===== src/rtl/membus_arbiter_pkg.sv =====
`default_nettype none
// ============================================================================
//  Module   : membus_arbiter_pkg
//  Purpose  : Shared definitions for the two-to-one memory-bus arbiter:
//             default bus widths, bus indices and arbiter state encodings.
//  Ports    : none (package)
//  Revision : 1.0 - initial release
// ============================================================================
package membus_arbiter_pkg;

  // Default memory-bus geometry.
  localparam int c_mem_addr_bus = 32;
  localparam int c_mem_data_bus = 32;
  localparam int c_dbus_mask    = 4;

  // Requester indices; also the encoding of the round-robin `last` bit.
  localparam logic c_bus_ibus = 1'b0;
  localparam logic c_bus_dbus = 1'b1;

  typedef enum logic [1:0] {
    ARB_IDLE = 2'd0,
    ARB_BUSY = 2'd1,
    ARB_RESP = 2'd2
  } arb_state_t;

endpackage
`default_nettype wire


===== src/rtl/membus_arbiter_if.sv =====
`default_nettype none
// ============================================================================
//  Module   : membus_arbiter_if
//  Purpose  : Bundles the ibus/dbus requester ports and the shared memory port.
//  Ports    : ibus_* / dbus_*  requester side (req, we, addr, wdata, mask in;
//                              rdata, ready, err out of the arbiter)
//             mem_*            memory side (req, we, addr, wdata, mask out of
//                              the arbiter; rdata, ack into it)
//             modport slave  : arbiter view
//             modport master : environment view (requesters + memory)
//  Revision : 1.0 - initial release
// ============================================================================
interface membus_arbiter_if
  import membus_arbiter_pkg::*;
#(
  parameter int ADDR_W = c_mem_addr_bus,
  parameter int DATA_W = c_mem_data_bus,
  parameter int MASK_W = c_dbus_mask
) ();

  logic              ibus_req;
  logic              ibus_we;
  logic [ADDR_W-1:0] ibus_addr;
  logic [DATA_W-1:0] ibus_wdata;
  logic [MASK_W-1:0] ibus_mask;
  logic [DATA_W-1:0] ibus_rdata;
  logic              ibus_ready;
  logic              ibus_err;

  logic              dbus_req;
  logic              dbus_we;
  logic [ADDR_W-1:0] dbus_addr;
  logic [DATA_W-1:0] dbus_wdata;
  logic [MASK_W-1:0] dbus_mask;
  logic [DATA_W-1:0] dbus_rdata;
  logic              dbus_ready;
  logic              dbus_err;

  logic              mem_req;
  logic              mem_we;
  logic [ADDR_W-1:0] mem_addr;
  logic [DATA_W-1:0] mem_wdata;
  logic [MASK_W-1:0] mem_mask;
  logic [DATA_W-1:0] mem_rdata;
  logic              mem_ack;

  modport slave (
    input  ibus_req, ibus_we, ibus_addr, ibus_wdata, ibus_mask,
    output ibus_rdata, ibus_ready, ibus_err,
    input  dbus_req, dbus_we, dbus_addr, dbus_wdata, dbus_mask,
    output dbus_rdata, dbus_ready, dbus_err,
    output mem_req, mem_we, mem_addr, mem_wdata, mem_mask,
    input  mem_rdata, mem_ack
  );

  modport master (
    output ibus_req, ibus_we, ibus_addr, ibus_wdata, ibus_mask,
    input  ibus_rdata, ibus_ready, ibus_err,
    output dbus_req, dbus_we, dbus_addr, dbus_wdata, dbus_mask,
    input  dbus_rdata, dbus_ready, dbus_err,
    input  mem_req, mem_we, mem_addr, mem_wdata, mem_mask,
    output mem_rdata, mem_ack
  );

endinterface
`default_nettype wire


===== src/rtl/membus_arbiter_rr_arb2.sv =====
`default_nettype none
// ============================================================================
//  Module   : rr_arb2
//  Purpose  : Combinational two-way round-robin picker. A lone requester
//             wins; on a tie the requester not equal to `last` wins.
//  Ports    : req[1:0] in  request vector (bit index = requester id)
//             last     in  id of the previous winner
//             gnt[1:0] out one-hot grant (zero when no request)
//             any      out at least one request present
//  Revision : 1.0 - initial release
// ============================================================================
module rr_arb2 (
  input  wire logic [1:0] req,
  input  wire logic       last,
  output logic      [1:0] gnt,
  output logic            any
);

  always_comb begin
    gnt = req;
    if (req == 2'b11) begin
      gnt = last ? 2'b01 : 2'b10;
    end
  end

  assign any = |req;

endmodule
`default_nettype wire


===== src/rtl/membus_arbiter.sv =====
`default_nettype none
// ============================================================================
//  Module   : membus_arbiter
//  Purpose  : Shares one memory port between the instruction bus and the data
//             bus. A granted request is latched into the memory-port
//             registers; completion returns a one-cycle ready pulse with
//             registered rdata/err to the winner. A watchdog completes any
//             access the memory does not acknowledge within TIMEOUT cycles.
//  Ports    : clk  in  system clock
//             rst  in  asynchronous active-low reset
//             bus  membus_arbiter_if.slave (ibus, dbus and memory port)
//  Revision : 1.0 - initial release
// ============================================================================
module membus_arbiter
  import membus_arbiter_pkg::*;
#(
  parameter int ADDR_W  = c_mem_addr_bus,
  parameter int DATA_W  = c_mem_data_bus,
  parameter int MASK_W  = c_dbus_mask,
  parameter int TIMEOUT = 255
) (
  input wire logic         clk,
  input wire logic         rst,
  membus_arbiter_if.slave  bus
);

  localparam int                c_wd_w    = $clog2(TIMEOUT + 1);
  localparam logic [c_wd_w-1:0] c_wd_last = c_wd_w'(TIMEOUT - 1);

  arb_state_t        r_state, w_state;
  logic              r_last, w_last;
  logic              r_win, w_win;
  logic [c_wd_w-1:0] r_wd, w_wd;
  logic              r_mem_req, w_mem_req;
  logic              r_mem_we, w_mem_we;
  logic [ADDR_W-1:0] r_mem_addr, w_mem_addr;
  logic [DATA_W-1:0] r_mem_wdata, w_mem_wdata;
  logic [MASK_W-1:0] r_mem_mask, w_mem_mask;
  logic [1:0]        r_ready, w_ready;
  logic [1:0]        r_err, w_err;
  logic [DATA_W-1:0] r_rdata_i, w_rdata_i;
  logic [DATA_W-1:0] r_rdata_d, w_rdata_d;

  logic [1:0]        w_gnt;
  logic              w_any;
  logic              w_done;
  logic              w_done_err;
  logic [DATA_W-1:0] w_done_data;

  rr_arb2 u_rr_arb2 (
    .req  ({bus.dbus_req, bus.ibus_req}),
    .last (r_last),
    .gnt  (w_gnt),
    .any  (w_any)
  );

  always_comb begin
    w_state     = r_state;
    w_last      = r_last;
    w_win       = r_win;
    w_wd        = r_wd;
    w_mem_req   = r_mem_req;
    w_mem_we    = r_mem_we;
    w_mem_addr  = r_mem_addr;
    w_mem_wdata = r_mem_wdata;
    w_mem_mask  = r_mem_mask;
    w_ready     = 2'b00;
    w_err       = r_err;
    w_rdata_i   = r_rdata_i;
    w_rdata_d   = r_rdata_d;
    w_done      = 1'b0;
    w_done_err  = 1'b0;
    w_done_data = '0;

    case (r_state)
      ARB_IDLE: begin
        if (w_any) begin
          w_win     = w_gnt[1] ? c_bus_dbus : c_bus_ibus;
          w_last    = w_win;
          w_mem_req = 1'b1;
          w_wd      = '0;
          w_state   = ARB_BUSY;
          if (w_gnt[0]) begin
            w_mem_we    = bus.ibus_we;
            w_mem_addr  = bus.ibus_addr;
            w_mem_wdata = bus.ibus_wdata;
            w_mem_mask  = bus.ibus_mask;
          end else begin
            w_mem_we    = bus.dbus_we;
            w_mem_addr  = bus.dbus_addr;
            w_mem_wdata = bus.dbus_wdata;
            w_mem_mask  = bus.dbus_mask;
          end
        end
      end
      ARB_BUSY: begin
        // An ack in the same cycle as the watchdog expiry takes priority.
        if (bus.mem_ack) begin
          w_done      = 1'b1;
          w_done_data = bus.mem_rdata;
        end else if (r_wd == c_wd_last) begin
          w_done     = 1'b1;
          w_done_err = 1'b1;
        end else if (r_wd != '1) begin
          w_wd = r_wd + 1'b1;
        end
      end
      ARB_RESP: begin
        // Ready is high for this single cycle; no arbitration here.
        w_state = ARB_IDLE;
      end
      default: w_state = ARB_IDLE;
    endcase

    // Only the winner's response registers change.
    if (w_done) begin
      w_state        = ARB_RESP;
      w_mem_req      = 1'b0;
      w_ready[r_win] = 1'b1;
      w_err[r_win]   = w_done_err;
      if (r_win == c_bus_dbus) begin
        w_rdata_d = w_done_data;
      end else begin
        w_rdata_i = w_done_data;
      end
    end
  end

  always_ff @(posedge clk or negedge rst) begin
    if (!rst) begin
      r_state     <= ARB_IDLE;
      r_last      <= c_bus_dbus;
      r_win       <= c_bus_ibus;
      r_wd        <= '0;
      r_mem_req   <= 1'b0;
      r_mem_we    <= 1'b0;
      r_mem_addr  <= '0;
      r_mem_wdata <= '0;
      r_mem_mask  <= '0;
      r_ready     <= 2'b00;
      r_err       <= 2'b00;
      r_rdata_i   <= '0;
      r_rdata_d   <= '0;
    end else begin
      r_state     <= w_state;
      r_last      <= w_last;
      r_win       <= w_win;
      r_wd        <= w_wd;
      r_mem_req   <= w_mem_req;
      r_mem_we    <= w_mem_we;
      r_mem_addr  <= w_mem_addr;
      r_mem_wdata <= w_mem_wdata;
      r_mem_mask  <= w_mem_mask;
      r_ready     <= w_ready;
      r_err       <= w_err;
      r_rdata_i   <= w_rdata_i;
      r_rdata_d   <= w_rdata_d;
    end
  end

  assign bus.mem_req    = r_mem_req;
  assign bus.mem_we     = r_mem_we;
  assign bus.mem_addr   = r_mem_addr;
  assign bus.mem_wdata  = r_mem_wdata;
  assign bus.mem_mask   = r_mem_mask;
  assign bus.ibus_ready = r_ready[0];
  assign bus.dbus_ready = r_ready[1];
  assign bus.ibus_err   = r_err[0];
  assign bus.dbus_err   = r_err[1];
  assign bus.ibus_rdata = r_rdata_i;
  assign bus.dbus_rdata = r_rdata_d;

endmodule
`default_nettype wire


===== src/flat_wrapper.sv =====
// flat-port wrapper written by rule: the top's interface ports become plain ports
module membus_arbiter_flat import membus_arbiter_pkg::*;
#(
  parameter int ADDR_W  = c_mem_addr_bus,
  parameter int DATA_W  = c_mem_data_bus,
  parameter int MASK_W  = c_dbus_mask,
  parameter int TIMEOUT = 255
)
  (clk, rst, bus_ibus_req, bus_ibus_we, bus_ibus_addr, bus_ibus_wdata, bus_ibus_mask, bus_ibus_rdata, bus_ibus_ready, bus_ibus_err, bus_dbus_req, bus_dbus_we, bus_dbus_addr, bus_dbus_wdata, bus_dbus_mask, bus_dbus_rdata, bus_dbus_ready, bus_dbus_err, bus_mem_req, bus_mem_we, bus_mem_addr, bus_mem_wdata, bus_mem_mask, bus_mem_rdata, bus_mem_ack);
  membus_arbiter_if #(.ADDR_W(ADDR_W), .DATA_W(DATA_W), .MASK_W(MASK_W)) bus_i ();
  input wire logic clk;
  input wire logic rst;
  input wire logic [$bits(bus_i.ibus_req)-1:0] bus_ibus_req;
  input wire logic [$bits(bus_i.ibus_we)-1:0] bus_ibus_we;
  input wire logic [$bits(bus_i.ibus_addr)-1:0] bus_ibus_addr;
  input wire logic [$bits(bus_i.ibus_wdata)-1:0] bus_ibus_wdata;
  input wire logic [$bits(bus_i.ibus_mask)-1:0] bus_ibus_mask;
  output wire logic [$bits(bus_i.ibus_rdata)-1:0] bus_ibus_rdata;
  output wire logic [$bits(bus_i.ibus_ready)-1:0] bus_ibus_ready;
  output wire logic [$bits(bus_i.ibus_err)-1:0] bus_ibus_err;
  input wire logic [$bits(bus_i.dbus_req)-1:0] bus_dbus_req;
  input wire logic [$bits(bus_i.dbus_we)-1:0] bus_dbus_we;
  input wire logic [$bits(bus_i.dbus_addr)-1:0] bus_dbus_addr;
  input wire logic [$bits(bus_i.dbus_wdata)-1:0] bus_dbus_wdata;
  input wire logic [$bits(bus_i.dbus_mask)-1:0] bus_dbus_mask;
  output wire logic [$bits(bus_i.dbus_rdata)-1:0] bus_dbus_rdata;
  output wire logic [$bits(bus_i.dbus_ready)-1:0] bus_dbus_ready;
  output wire logic [$bits(bus_i.dbus_err)-1:0] bus_dbus_err;
  output wire logic [$bits(bus_i.mem_req)-1:0] bus_mem_req;
  output wire logic [$bits(bus_i.mem_we)-1:0] bus_mem_we;
  output wire logic [$bits(bus_i.mem_addr)-1:0] bus_mem_addr;
  output wire logic [$bits(bus_i.mem_wdata)-1:0] bus_mem_wdata;
  output wire logic [$bits(bus_i.mem_mask)-1:0] bus_mem_mask;
  input wire logic [$bits(bus_i.mem_rdata)-1:0] bus_mem_rdata;
  input wire logic [$bits(bus_i.mem_ack)-1:0] bus_mem_ack;
  assign bus_i.ibus_req = bus_ibus_req;
  assign bus_i.ibus_we = bus_ibus_we;
  assign bus_i.ibus_addr = bus_ibus_addr;
  assign bus_i.ibus_wdata = bus_ibus_wdata;
  assign bus_i.ibus_mask = bus_ibus_mask;
  assign bus_ibus_rdata = bus_i.ibus_rdata;
  assign bus_ibus_ready = bus_i.ibus_ready;
  assign bus_ibus_err = bus_i.ibus_err;
  assign bus_i.dbus_req = bus_dbus_req;
  assign bus_i.dbus_we = bus_dbus_we;
  assign bus_i.dbus_addr = bus_dbus_addr;
  assign bus_i.dbus_wdata = bus_dbus_wdata;
  assign bus_i.dbus_mask = bus_dbus_mask;
  assign bus_dbus_rdata = bus_i.dbus_rdata;
  assign bus_dbus_ready = bus_i.dbus_ready;
  assign bus_dbus_err = bus_i.dbus_err;
  assign bus_mem_req = bus_i.mem_req;
  assign bus_mem_we = bus_i.mem_we;
  assign bus_mem_addr = bus_i.mem_addr;
  assign bus_mem_wdata = bus_i.mem_wdata;
  assign bus_mem_mask = bus_i.mem_mask;
  assign bus_i.mem_rdata = bus_mem_rdata;
  assign bus_i.mem_ack = bus_mem_ack;
  membus_arbiter #(.ADDR_W(ADDR_W), .DATA_W(DATA_W), .MASK_W(MASK_W), .TIMEOUT(TIMEOUT)) u_core (.clk(clk), .rst(rst), .bus(bus_i));
endmodule

===== config.mk =====
export PLATFORM = sky130hd
export DESIGN_NAME = membus_arbiter_flat
export DESIGN_NICKNAME = d
export VERILOG_FILES = /design/src/rtl/membus_arbiter_pkg.sv /design/src/rtl/membus_arbiter_if.sv /design/src/rtl/membus_arbiter_rr_arb2.sv /design/src/rtl/membus_arbiter.sv /design/src/flat_wrapper.sv
export SDC_FILE = /design/constraint.sdc
export NUM_CORES = 1
export LEC_CHECK = 0
export BUFFER_PORTS_ARGS = -buffer_cell sky130_fd_sc_hd__buf_4
export CAP_MARGIN = 20
export CORE_AREA = 2 2 123 125
export DETAILED_ROUTE_END_ITERATION = 10
export DIE_AREA = 0 0 125 127
export HOLD_SLACK_MARGIN = 0.02
export PLACE_DENSITY = 0.77
export SYNTH_ARGS = -nofsm -noshare
export SYNTH_HDL_FRONTEND = slang
export SYNTH_HIERARCHICAL = 1
export SYNTH_SLANG_ARGS = --single-unit

===== constraint.sdc =====
create_clock -name clk -period 4.6 [get_ports clk]
set_input_delay 0.46 -clock clk [delete_from_list [all_inputs] [get_ports clk]]
set_output_delay 0.46 -clock clk [all_outputs]
set_load 0.05 [all_outputs]

==> After elaboration in Yosys (flattened, before gate mapping) <==
Index checks and enable logic that the tools add are counted.
Widths: inputs -> output; s select.
{ "totals": {"word_cells": 68, "input_bits": 175, "output_inout_bits": 138, "register_bits": 150} }
{ "op_classes": {"n_reduce_logical": 12, "mux": 29, "n_lt_le_gt_ge": 2, "n_bitwise": 1, "eq_ne": 10, "addsub": 1} }
{ "ops": {"columns": ["operator", "n"], "rows": [
  ["$mux 32", 4],
  ["$mux 8", 4],
  ["$pmux 8 s2", 1],
  ["$mux 1", 11],
  ["$mux 2", 5],
  ["$reduce_and 2->1", 5],
  ["$add 8x1->8 const B", 1],
  ["$eq 8x8->1 const B", 1],
  ["$ne 8x8->1 const B", 1],
  ["$ne 2x2->1 const B", 3],
  ["$reduce_bool 2->1", 3],
  ["$reduce_and 5->1", 1],
  ["$mux 4", 1],
  ["$ne 2x1->1 const B", 2],
  ["$pmux 2 s2", 1],
  ["$ne 3x2->1 const B", 1],
  ["$bwmux 2", 1],
  ["$eq 2x1->1 const B", 1],
  ["$eq 2x2->1 const B", 1],
  ["$logic_not 2->1", 1],
  ["$lt 1x2->1 const B", 1],
  ["$reduce_or 2->1", 1],
  ["$demux 1 s1", 1],
  ["$ge 1x1->1 const B", 1],
  ["2 further kinds", 2]
]} }

==> Depth between registers and ports, before layout <==
Gate-level depths: netlist (run 1).
{ "logic_depth": {"word_depth": 6, "depth_mapped": 7, "ltp_nobuf": 6} }

==> Cells and area by module <==
The synthesis (run 1) kept the hierarchy.
{ "modules_own_cells": {"columns": ["mod", "area_per_inst_um2", "instances", "seq_area_each_um2", "cells_per_inst"], "rows": [
  ["membus_arbiter", 6274.8, 1, 3754.9, 530],
  ["rr_arb2", 25.0, 1, 0.0, 4]
]} }

==> Worst setup path before layout (run 1) <==
Ideal clock, no wire load.
{ "synth_timing": {"kind": "register to register", "start": "reg u_core.r_last", "end": "reg u_core.r_mem_wdata[10] (netlist: u_core/bus.mem_wdata[10])", "path_stages_with_launch": 8, "t_required_ns": 4.463, "period_less_slack_ns": 1.817, "arrival_ns": 1.680, "n_path_buf": 3, "setup_time_ns": 0.137, "path_slack_ns": 2.783, "cell_sequence": "dfstp_2 -> inv_1 -> a21boi_1 -> clkbuf_1 -> buf_2 -> buf_2 -> mux2i_1 -> a21oi_1"} }
{ "synth_between": {"elab_chain_cells": 3} }
{ "synth_rtl": {"columns": ["item", "line_no", "rtl"], "rows": [
  ["from (decl)", "membus_arbiter.sv:31", "logic r_last, w_last;"],
  ["from (signal assigned)", "membus_arbiter.sv:132", "r_last <= c_bus_dbus;"],
  ["from (signal assigned)", "membus_arbiter.sv:146", "r_last <= w_last;"],
  ["$mux 2", "membus_arbiter_rr_arb2.sv:22", "gnt = last ? 2'b01 : 2'b10;"],
  ["$mux 2", "membus_arbiter_rr_arb2.sv:21", "if (req == 2'b11) begin"],
  ["net u_core.w_gnt[0]", "membus_arbiter.sv:44", "logic [1:0] w_gnt;"],
  ["$mux 32", "membus_arbiter.sv:83", "if (w_gnt[0]) begin"],
  ["to (signal assigned)", "membus_arbiter.sv:152", "r_mem_wdata <= w_mem_wdata;"],
  ["to (decl)", "membus_arbiter.sv:37", "logic [DATA_W-1:0] r_mem_wdata, w_mem_wdata;"]
]} }
The timed path passes the listed nets, and every way through them passes these cells.
A chain may end at the register's enable or synchronous reset.

==> Worst setup path after layout (run 1) <==
{ "layout_timing": {"start": "reg u_core.r_state[1]", "end": "reg u_core.r_rdata_i[18] (netlist: u_core/bus.ibus_rdata[18])"} }
{ "layout_between": {"elab_chain_cells": 3, "elab_cells_between_ends": 4, "classes_between": "eq/ne (1); mux (2); reduce/logical (1)"} }
{ "layout_rtl": {"columns": ["item", "line_no", "rtl"], "rows": [
  ["from (decl)", "membus_arbiter.sv:30", "arb_state_t r_state, w_state;"],
  ["from (signal assigned)", "membus_arbiter.sv:145", "r_state <= w_state;"],
  ["$eq 2x1->1 *", "membus_arbiter.sv:75", "case (r_state)"],
  ["$mux 1", "membus_arbiter.sv:75", null],
  ["$reduce_and 2->1 (no source line)", null, null],
  ["to (signal assigned)", "membus_arbiter.sv:156", "r_rdata_i <= w_rdata_i;"],
  ["to (decl)", "membus_arbiter.sv:41", "logic [DATA_W-1:0] r_rdata_i, w_rdata_i;"]
]} }
Every way passes the cells marked *; elsewhere a longest branch is shown, timed or not.

==> results.cfg, run 1 <==
[clock_network]
cts_num_sinks = 150
htree_levels = 4
clk_pin_slew_worst_paths_ps = 60
cts_setup_buffers = 0
cts_tree = built
cts_max_path_buffers = 2
clk-insertion-delay-late_ps = 410
cts_root_buf = clkbuf_16
numCtsBuffers = 17

[drt]
wl_per_cell_um = 18.0
drc = 0
routed_via_density = 5.24
dr.pass1.iters = 4
via_count = 5396
drt-total-wl_mm = 18.6
drtIter0Drc = 403
drtAntennaViolNets = 0

[critical_path]
worstSetupStartpointType = flip-flop
crit_chain = nor2b_1, nand3_4, a22o_1
cp_num_buf_inv = 0
crit_arrival_ps = 2570
r2r_cells = 3
path_class = flip-flop to flip-flop
max_stage_delay_ps = 710
r2r_end = u_core/bus.ibus_rdata[18]
end_kind = flip-flop
crit_family = simple AND/OR/NAND/NOR gates
reg2reg_slack_ps = 2330
crit_path_start = u_core/r_state[1]
cp_max_fo = 33
crit_end = u_core/bus.ibus_rdata[18]
worstPathRequired_ps = 4900
critical_path.slowest_cell = nor2b_1
cp.depth = 3
r2r-start = u_core/r_state[1]

[die]
dieWidth_um = 125
dieArea_um2 = 15900
die_h_um = 127
fp-row-count = 44
coreArea_um2 = 14400
start_util_pct = 43.7
io_pins = 313

[run]
drv_cap = 0

[synth]
synth_cell_type_count = 39
synth_top_cell_area_share_pct = 59.2
ys_ff_latch = 150
syn_avg_cell_area_um2 = 11.8
netlist_area_um2 = 6300
yosysWarnings = 6
ys.flop_type = dfrtp_1
synth_edf_count = 0
yosysTopAreaCell = dfrtp_1
ys_seq_area_share_pct = 59.6
netlist_instances = 534
ys_async_sr_fraction_pct = 100
synth.area.top_cells = dfrtp_1 (59%), mux2i_1 (11%), a22o_1 (8.9%)
syn-num-nets = 711

[power_and_ir_drop]
peakVddDrop_mv = 0.551
power_uw = 8100
leakagePower_uw = 0.00462
power_density_nw_per_um2 = 859

[placed_design]
hpwl_mm = 13.3
place.gp.congestion = 0.909
io_buffers = 312
placed_area_um2 = 8770

[finish]
drive_above_1_share_pct = 42.9
layout-area-overhead-vs-synth_pct = 49.6
final_area_um2 = 9420
fin_nets = 1012
final_cell_mix = buf_4 (316), dfrtp_1 (149), nor2_1 (76)
n_antenna_cell = 0
layout_commonest_cell = buf_4

[global_routing]
grt_pass1_vias = 5693
grt_first_pass_wirelength_mm = 29.3
antenna_found_initial = 0
overflow = 0
grt_use_total_pct = 23.1
grt_max_degree = 140

[timing]
finalCriticalPeriod_ps = 2270
max_clock_freq_mhz = 441
worst_pin_slew_ps = 938
slew_headroom_pct = 37.5
finalHoldViolations = 0
skew_ps = 7.38
final.setup.tns_ps = 0
slew_viol_final = 0
setup_viol = 0
rsz0062_at_grt = no
fin_crit_sh_pct = 49.3

[hold_path]
hp-class = input pin to flip-flop

[run_status]
status = finished clean
synthesized netlist by cell type, types with 3 or more instances:
master and instances:
o21ai_0 3, nor2_1 79, mux2i_1 70, clkbuf_1 18
inv_2 3, nor4_1 3, buf_2 16, o31ai_1 4
nand3_1 4, a21oi_1 72, nand2b_1 4, dfrtp_1 149
inv_1 5, a22o_1 64, buf_6 3, nand2_1 7
timing repair:
action,CTS,global route
hold buffers,1,0
endpoints found under the hold margin,8,0
gates resized for setup,0,0
sequential cells by signal, summed over array words and instances, names as in the netlist:
register,flops
u_core/bus.mem_mask,4
u_core/r_last,1
u_core/bus.ibus_rdata,32
u_core/bus.mem_req,1
u_core/bus.mem_wdata,32
u_core/r_state,2
u_core/r_err,2
u_core/r_wd,8
u_core/bus.mem_we,1
u_core/bus.dbus_rdata,32
u_core/r_win,1
u_core/r_ready,2
u_core/bus.mem_addr,32
final cells by class:
class | count | area (um^2)
Timing Repair Buffer | 320 | 2440
Tap cell | 184 | 230
Fill cell | 1107 | 5000
Inverter | 8 | 30.0
Clock inverter | 12 | 178
Clock buffer | 18 | 439
Multi-Input combinational cell | 338 | 2350
Sequential cell | 150 | 3750
report_power, final:
group,leakage [uW],switching [uW],internal (uW),total (uW)
Sequential,0.00179,371,1920,2290
Clock,0.000302,532,918,1450
Combinational,0.00253,3010,1340,4350
worst min-delay path by stage:
stage	from	end	slack (ps)	cells past startpoint
finish	bus_mem_rdata[1]	u_core/bus.ibus_rdata[1]	270	2
global route	bus_mem_rdata[14]	u_core/bus.dbus_rdata[14]	250	2
CTS	bus_mem_rdata[1]	u_core/bus.ibus_rdata[1]	250	2
detailed placement	rst	u_core/bus.dbus_rdata[22]	270	1
global placement	rst	u_core/bus.dbus_rdata[22]	260	1
floorplan	rst	u_core/bus.dbus_rdata[0]	160	0
per-layer routing:
metal | part of all wire (%) | vias up | global-route usage, %
met5 | 0 | - | 0
met4 | 3.8 | 0 | 11.0
met3 | 8.7 | 43 | 8.12
met2 | 49 | 255 | 38.0
met1 | 39 | 2577 | 27.4
li1 | - | 2521 | -
stage by stage:
step | hold slack, ps | std cells | util (%) | setup WS, ps
6_report | 269 | 1030 | 65.3 | 2330
5_1_grt | 252 | 1030 | 65.3 | 2230
4_1_cts | 245 | 1029 | 65.1 | 2300
3_5_place_dp | 266 | 998 | 60.8 | 2290
3_3_place_gp | 263 | 998 | 60.8 | 2400
2_1_floorplan | 164 | 534 | - | 2780
cell families after synthesis:
logic type / synth area share (%)
buffers and inverters: 3.48
and+or+nand+nor: 7.85
adders and majority gates: 0.397
muxes: 11.1
DFF: 59.6
AOI/OAI and AO/OA: 17.6
Note: power is estimated with default switching activity, not from simulation.
==> run 2: changes to the inputs <==
--- a/config.mk
+++ b/config.mk
@@ -7,11 +7,11 @@
 export LEC_CHECK = 0
 export BUFFER_PORTS_ARGS = -buffer_cell sky130_fd_sc_hd__buf_4
 export CAP_MARGIN = 20
-export CORE_AREA = 2 2 123 125
+export CORE_MARGIN = 2
+export CORE_UTILIZATION = 46
 export DETAILED_ROUTE_END_ITERATION = 10
-export DIE_AREA = 0 0 125 127
 export HOLD_SLACK_MARGIN = 0.02
-export PLACE_DENSITY = 0.77
+export PLACE_DENSITY = 0.81
 export SYNTH_ARGS = -nofsm -noshare
 export SYNTH_HDL_FRONTEND = slang
 export SYNTH_HIERARCHICAL = 1
==> constraint.sdc (replaced) <==
create_clock -name clk -period 2.2 [get_ports clk]
set_input_delay 0.22 -clock clk [delete_from_list [all_inputs] [get_ports clk]]
set_output_delay 0.22 -clock clk [all_outputs]
set_load 0.05 [all_outputs]
==> run 2 against run 1 <==
Cell count grew 0.39%. Core utilization grew 6.7 points. Register-to-register slack worse by 2200 ps. Combinational power rose by 110%. Count of clock-buffer cells in the layout is 3 higher. Critical path depth is 3 higher. Setup slack worse by 2200 ps. Maximum frequency increased by 11%. Sequential power up 110%. Clock skew rose by 2.7 ps. Total power increased by 110%. First-iteration DRC count decreased by 18%. Largest cell class unchanged. Largest power group unchanged.
==> results.cfg, run 2 (same netlist as run 1, synthesis figures left out) <==
[run_status]
status = finished clean

[finish]
fin_nets = 1022
n_antenna_cell = 0
layout-area-overhead-vs-synth_pct = 52.0
drive_above_1_share_pct = 43.4
postLayoutCoreUtil_pct = 72.0
layout_commonest_cell = buf_4
final_cell_mix = buf_4 (320), dfrtp_1 (149), nor2_1 (76)

[power_and_ir_drop]
switching_share_pct = 47.8
peakVddDrop_mv = 1.22
p_int_uw = 8980
p_seq_share_pct = 28.0
p_comb_share_pct = 53.3
clkPwrFrac_pct = 18.7
p_sw_uw = 8230
power_density_nw_per_um2 = 1800
leakagePower_uw = 0.00469

[drt]
via_count = 5432
routed_via_density = 5.25
drt-total-wl_mm = 18.6
drc = 0
drtAntennaViolNets = 0
drtIter0Drc = 331
wl_per_cell_um = 18.0
dr.pass1.iters = 6

[timing]
finalHoldViolations = 0
slew_viol_final = 0
fin_crit_sh_pct = 92.9
final.setup.tns_ps = 0
max_clock_freq_mhz = 489
worst_pin_slew_ps = 678
rsz0062_at_grt = no
finalCriticalPeriod_ps = 2040
slew_headroom_pct = 54.8
setup_viol = 0
skew_ps = 10.1

[critical_path]
crit_end = u_core/r_wd[0]
worstSetupStartpointType = flip-flop
critical_path.slowest_cell = a2111oi_4
path_class = flip-flop to flip-flop
reg2reg_slack_ps = 160
cp_max_fo = 8
crit_arrival_ps = 2370
end_kind = flip-flop
r2r_cells = 6
worstPathRequired_ps = 2530
r2r-start = u_core/r_wd[0]
crit_path_start = u_core/r_wd[0]
crit_chain = inv_1, ha_1, nand2b_1, a2111oi_4, or2_4, mux2i_1
r2r_end = u_core/r_wd[0]
max_stage_delay_ps = 520

[die]
dieArea_um2 = 14600
start_util_pct = 47.4
coreArea_um2 = 13300
die_h_um = 121
dieWidth_um = 121
io_pins = 313
fp-row-count = 42

[global_routing]
grt_first_pass_wirelength_mm = 28.9
grt_pass1_vias = 5574
antenna_found_initial = 0
grt_use_total_pct = 25.4
grt_max_degree = 116
overflow = 0

[clock_network]
cts_num_sinks = 150
cts_tree = built
cts_setup_buffers = 0
cts_root_buf = clkbuf_16
cts_max_path_buffers = 2
clk_pin_slew_worst_paths_ps = 60
htree_levels = 4
clk-insertion-delay-late_ps = 410
numCtsBuffers = 17

[placed_design]
io_buffers = 312
place.gp.congestion = 0.834
hpwl_mm = 13.7

[hold_path]
hp-class = input pin to flip-flop
min_path_cells = 2

[run]
drv_cap = 0
-- run 2: changes by cell type in the layout (fill, tap and decap cells not counted) --
cell / delta
inv_6: -1
clkbuf_1: +1
or2_1: -1
clkbuf_8: +2
bufinv_16: +1
or2_4: +1
clkinvlp_4: +2
dlygate4sd3_1: +3
buf_4: +4
clkinv_2: -2
buf_12: +4
buf_16: -1
clkinv_4: -1
-- run 2: power groups by stage --
stage,Sequential (uW),Clock [uW],Combinational [uW]
global placement,4770,0,9020
CTS,4820,3280,9200
floorplan,8820,0,2160
global route,4970,3430,9600
finish,4820,3220,9170
detailed placement,4810,0,9210
-- run 2: worst min path at each step --
stage                            startpoint                        end
after global placement                  rst            u_core/r_err[0]
after floorplan                         rst   u_core/bus.dbus_rdata[0]
after CTS                  bus_mem_rdata[7]   u_core/bus.ibus_rdata[7]
after detailed placement                rst            u_core/r_err[1]
final                      bus_mem_rdata[1]   u_core/bus.dbus_rdata[1]
after global routing      bus_mem_rdata[31]  u_core/bus.ibus_rdata[31]
-- run 2: metrics by stage --
step	cell area (um^2)	hold slack, ps	instances	total power [uW]	setup slack (ps)
floorplan	6300	-75.6	534	11000	383
global placement	8870	271	998	13800	328
detailed placement	8870	280	998	14000	171
CTS	9550	20.1	1032	17300	68.6
global route	9580	20.9	1034	18000	50.7
finish	9580	36.4	1034	17200	156
-- run 2: repair_timing --
| item | in CTS | in global routing |
|---|---|---|
| gates resized for setup | 0 | 1 |
| hold endpoints to repair | 69 | 2 |
| endpoints found under the setup margin | 0 | 3 |
| hold buffers | 2 | 2 |
-- run 2: area by class of cell --
| class | count | area (um^2) |
|---|---|---|
| flip-flops and latches | 150 | 3750 |
| fillers | 941 | 3720 |
| clock buffers | 21 | 470 |
| inverters | 8 | 30.0 |
| clock inverters | 11 | 195 |
| multi-input cells | 338 | 2350 |
| well taps | 176 | 220 |
| repair buffers | 330 | 2550 |
-- run 2: layer usage --
layer	up-vias	share of wire (%)	GRT usage (%)
met1	2579	38	29.7
met4	0	3.3	10.9
met3	41	9.2	8.65
met2	263	49	42.5
li1	2549	-	-
met5	-	0	0
-- run 2: critical path, delay by kind of cell (launching register included) --
family                   cells  cell delay [ps]
AND/OR/NAND/NOR              2              390
adder cells (fa/ha/maj)      1              270
buffers and inverters        1              130
multiplexers                 1              210
flip-flops                   1              430
AO/OA/AOI/OAI                1              520
==> run 3: changes to the inputs <==
--- a/config.mk
+++ b/config.mk
@@ -8,10 +8,10 @@
 export BUFFER_PORTS_ARGS = -buffer_cell sky130_fd_sc_hd__buf_4
 export CAP_MARGIN = 20
 export CORE_MARGIN = 2
-export CORE_UTILIZATION = 46
+export CORE_UTILIZATION = 40
 export DETAILED_ROUTE_END_ITERATION = 10
 export HOLD_SLACK_MARGIN = 0.02
-export PLACE_DENSITY = 0.81
+export PLACE_DENSITY = 0.72
 export SYNTH_ARGS = -nofsm -noshare
 export SYNTH_HDL_FRONTEND = slang
 export SYNTH_HIERARCHICAL = 1
==> run 3 against run 2 <==
Count of clock-buffer cells in the layout grew 2. Die area rose by 14%. Worst hold slack better by 3.7 ps. Sequential power is essentially flat. Global-route usage shrank 2.8 points. Core utilization is 8.4 points lower. Setup slack worse by 13 ps. Routed wire length is 4.0% higher. Clock power shrank 12%. First-iteration DRC count is 9.7% lower. Sequential share of layout area shrank 0.70 points. Critical path type unchanged. Critical endpoint unchanged. Largest cell class unchanged. Highest routed layer unchanged.
==> results.cfg, run 3 (same netlist as run 1, synthesis figures left out) <==
[clock_network]
numCtsBuffers = 17
cts_max_path_buffers = 2
cts_root_buf = clkbuf_16
cts_resized = 0
htree_levels = 4
cts_tree = built
clk-insertion-delay-late_ps = 420
cts_num_sinks = 150
cts_setup_buffers = 0
clk_pin_slew_worst_paths_ps = 60

[power_and_ir_drop]
p_comb_share_pct = 54.7
peakVddDrop_mv = 1.10
clkPwrFrac_pct = 16.8
switching_share_pct = 48.6
p_int_uw = 8670
leakagePower_uw = 0.00474
p_seq_share_pct = 28.5
power_density_nw_per_um2 = 1730
p_sw_uw = 8210

[drt]
drtAntennaViolNets = 0
drt-total-wl_mm = 19.4
wl_per_cell_um = 17.8
routed_via_density = 5.06
drc = 0
dr.pass1.iters = 5
drtIter0Drc = 299
via_count = 5517

[critical_path]
reg2reg_slack_ps = 140
end_kind = flip-flop
r2r_end = u_core/r_wd[0]
cp_max_fo = 8
critical_path.slowest_cell = a2111oi_4
crit_chain = inv_1, ha_1, nand2b_1, a2111oi_4, or2_1, mux2i_1
r2r_cells = 6
cp_num_buf_inv = 1
crit_arrival_ps = 2390
max_stage_delay_ps = 510
r2r-start = u_core/r_wd[0]
worstSetupStartpointType = flip-flop
path_class = flip-flop to flip-flop
worstPathRequired_ps = 2530
crit_family = compound AO/OA/AOI/OAI gates

[die]
coreArea_um2 = 15300
io_pins = 313
dieArea_um2 = 16800
start_util_pct = 41.1
die_h_um = 129
fp-row-count = 45
dieWidth_um = 129

[timing]
worst_pin_slew_ps = 561
slew_headroom_pct = 62.3
fin_crit_sh_pct = 93.5
layout_setup_ws_ps = 143
max_clock_freq_mhz = 486
final.setup.tns_ps = 0
setup_viol = 0
finalHoldViolations = 0
rsz0062_at_grt = no
finalCriticalPeriod_ps = 2060
skew_ps = 8.37
slew_viol_final = 0

[placed_design]
io_buffers = 312
hpwl_mm = 14.3
place_ws_ps = 174
place.gp.congestion = 0.825

[hold_path]
hp-class = input pin to flip-flop
hold_end = u_core/bus.ibus_rdata[6]
min_path_cells = 2
hp-start = bus_mem_rdata[6]

[run_status]
status = finished clean

[global_routing]
grt_first_pass_wirelength_mm = 29.1
antenna_found_initial = 0
met2_usage_pct = 38.9
grt_use_total_pct = 22.6
grt_use_met1_pct = 26.8
busiest_layer = met2
grt_pass1_vias = 5502
overflow = 0
grt_util_met3_pct = 6.85
grt_max_degree = 75

[finish]
final_cell_mix = buf_4 (322), dfrtp_1 (149), nor2_1 (76)
fin_nets = 1045
layout-area-overhead-vs-synth_pct = 54.8
drive_above_1_share_pct = 42.0
postLayoutCoreUtil_pct = 63.7
layout_commonest_cell = buf_4
n_antenna_cell = 0

[run]
drv_cap = 0
-- run 3: cell types whose count changed in the layout (fill, tap and decap cells not counted), sizes merged --
cell | before | now
bufinv | 5 | 2
dlygate4sd3 | 4 | 26
buf | 326 | 327
inv | 9 | 8
clkbuf | 21 | 23
-- run 3: per-layer routing --
metal / vias to the layer above / part of all wire, %
met1: 2619 / 38
met5: - / 0
li1: 2593 / -
met4: 0 / 2.5
met3: 44 / 8.4
met2: 261 / 51
-- run 3: worst reg2reg max path: stages (launching register included) --
cell	delay (ps)
dfrtp_1	420
inv_1	120
ha_1	230
nand2b_1	110
a2111oi_4	510
or2_1	370
mux2i_1	220
-- run 3: per-stage QoR --
stage                     instance area (um^2)  cells  hold WS [ps]  total power [uW]
after detailed placement                  8910   1034           186             14100
after global placement                    8910   1034           175             13900
after CTS                                 9750   1090          21.0             17000
final                                     9750   1090          40.2             16900
after floorplan                           6300    534         -75.6             11000
after global routing                      9750   1090          28.9             17700
-- run 3: what timing repair did --
| item | CTS | global route |
|---|---|---|
| hold buffers | 26 | 0 |
| endpoints found under the setup margin | 0 | 0 |
| endpoints found under the hold margin | 83 | 0 |
-- run 3: layout make-up --
cell class | instances | area, um^2
Fill cell | 1235 | 5560
Sequential cell | 150 | 3750
Timing Repair Buffer | 353 | 2770
Multi-Input combinational cell | 338 | 2350
Clock buffer | 23 | 488
Tap cell | 211 | 264
Clock inverter | 7 | 96.3
Inverter | 8 | 30.0
-- run 3: power by group through the flow --
stage,clock [uW],sequential [uW],combinational [uW]
final,2830,4810,9240
after CTS,2900,4810,9300
after global routing,3030,4970,9670
after floorplan,0,8820,2160
after global placement,0,4780,9090
after detailed placement,0,4810,9290
-- run 3: worst max path at each step --
| stage | startpoint | to | depth (start not counted) |
|---|---|---|---|
| final | u_core/r_wd[0] | u_core/r_wd[0] | 6 |
| after detailed placement | u_core/r_wd[0] | u_core/r_wd[0] | 6 |
| after floorplan | u_core/r_last | u_core/bus.mem_wdata[10] | 7 |
| after global routing | u_core/r_wd[0] | u_core/r_wd[0] | 6 |
| after global placement | u_core/r_wd[0] | u_core/r_wd[0] | 6 |
| after CTS | u_core/r_wd[0] | u_core/r_wd[0] | 6 |
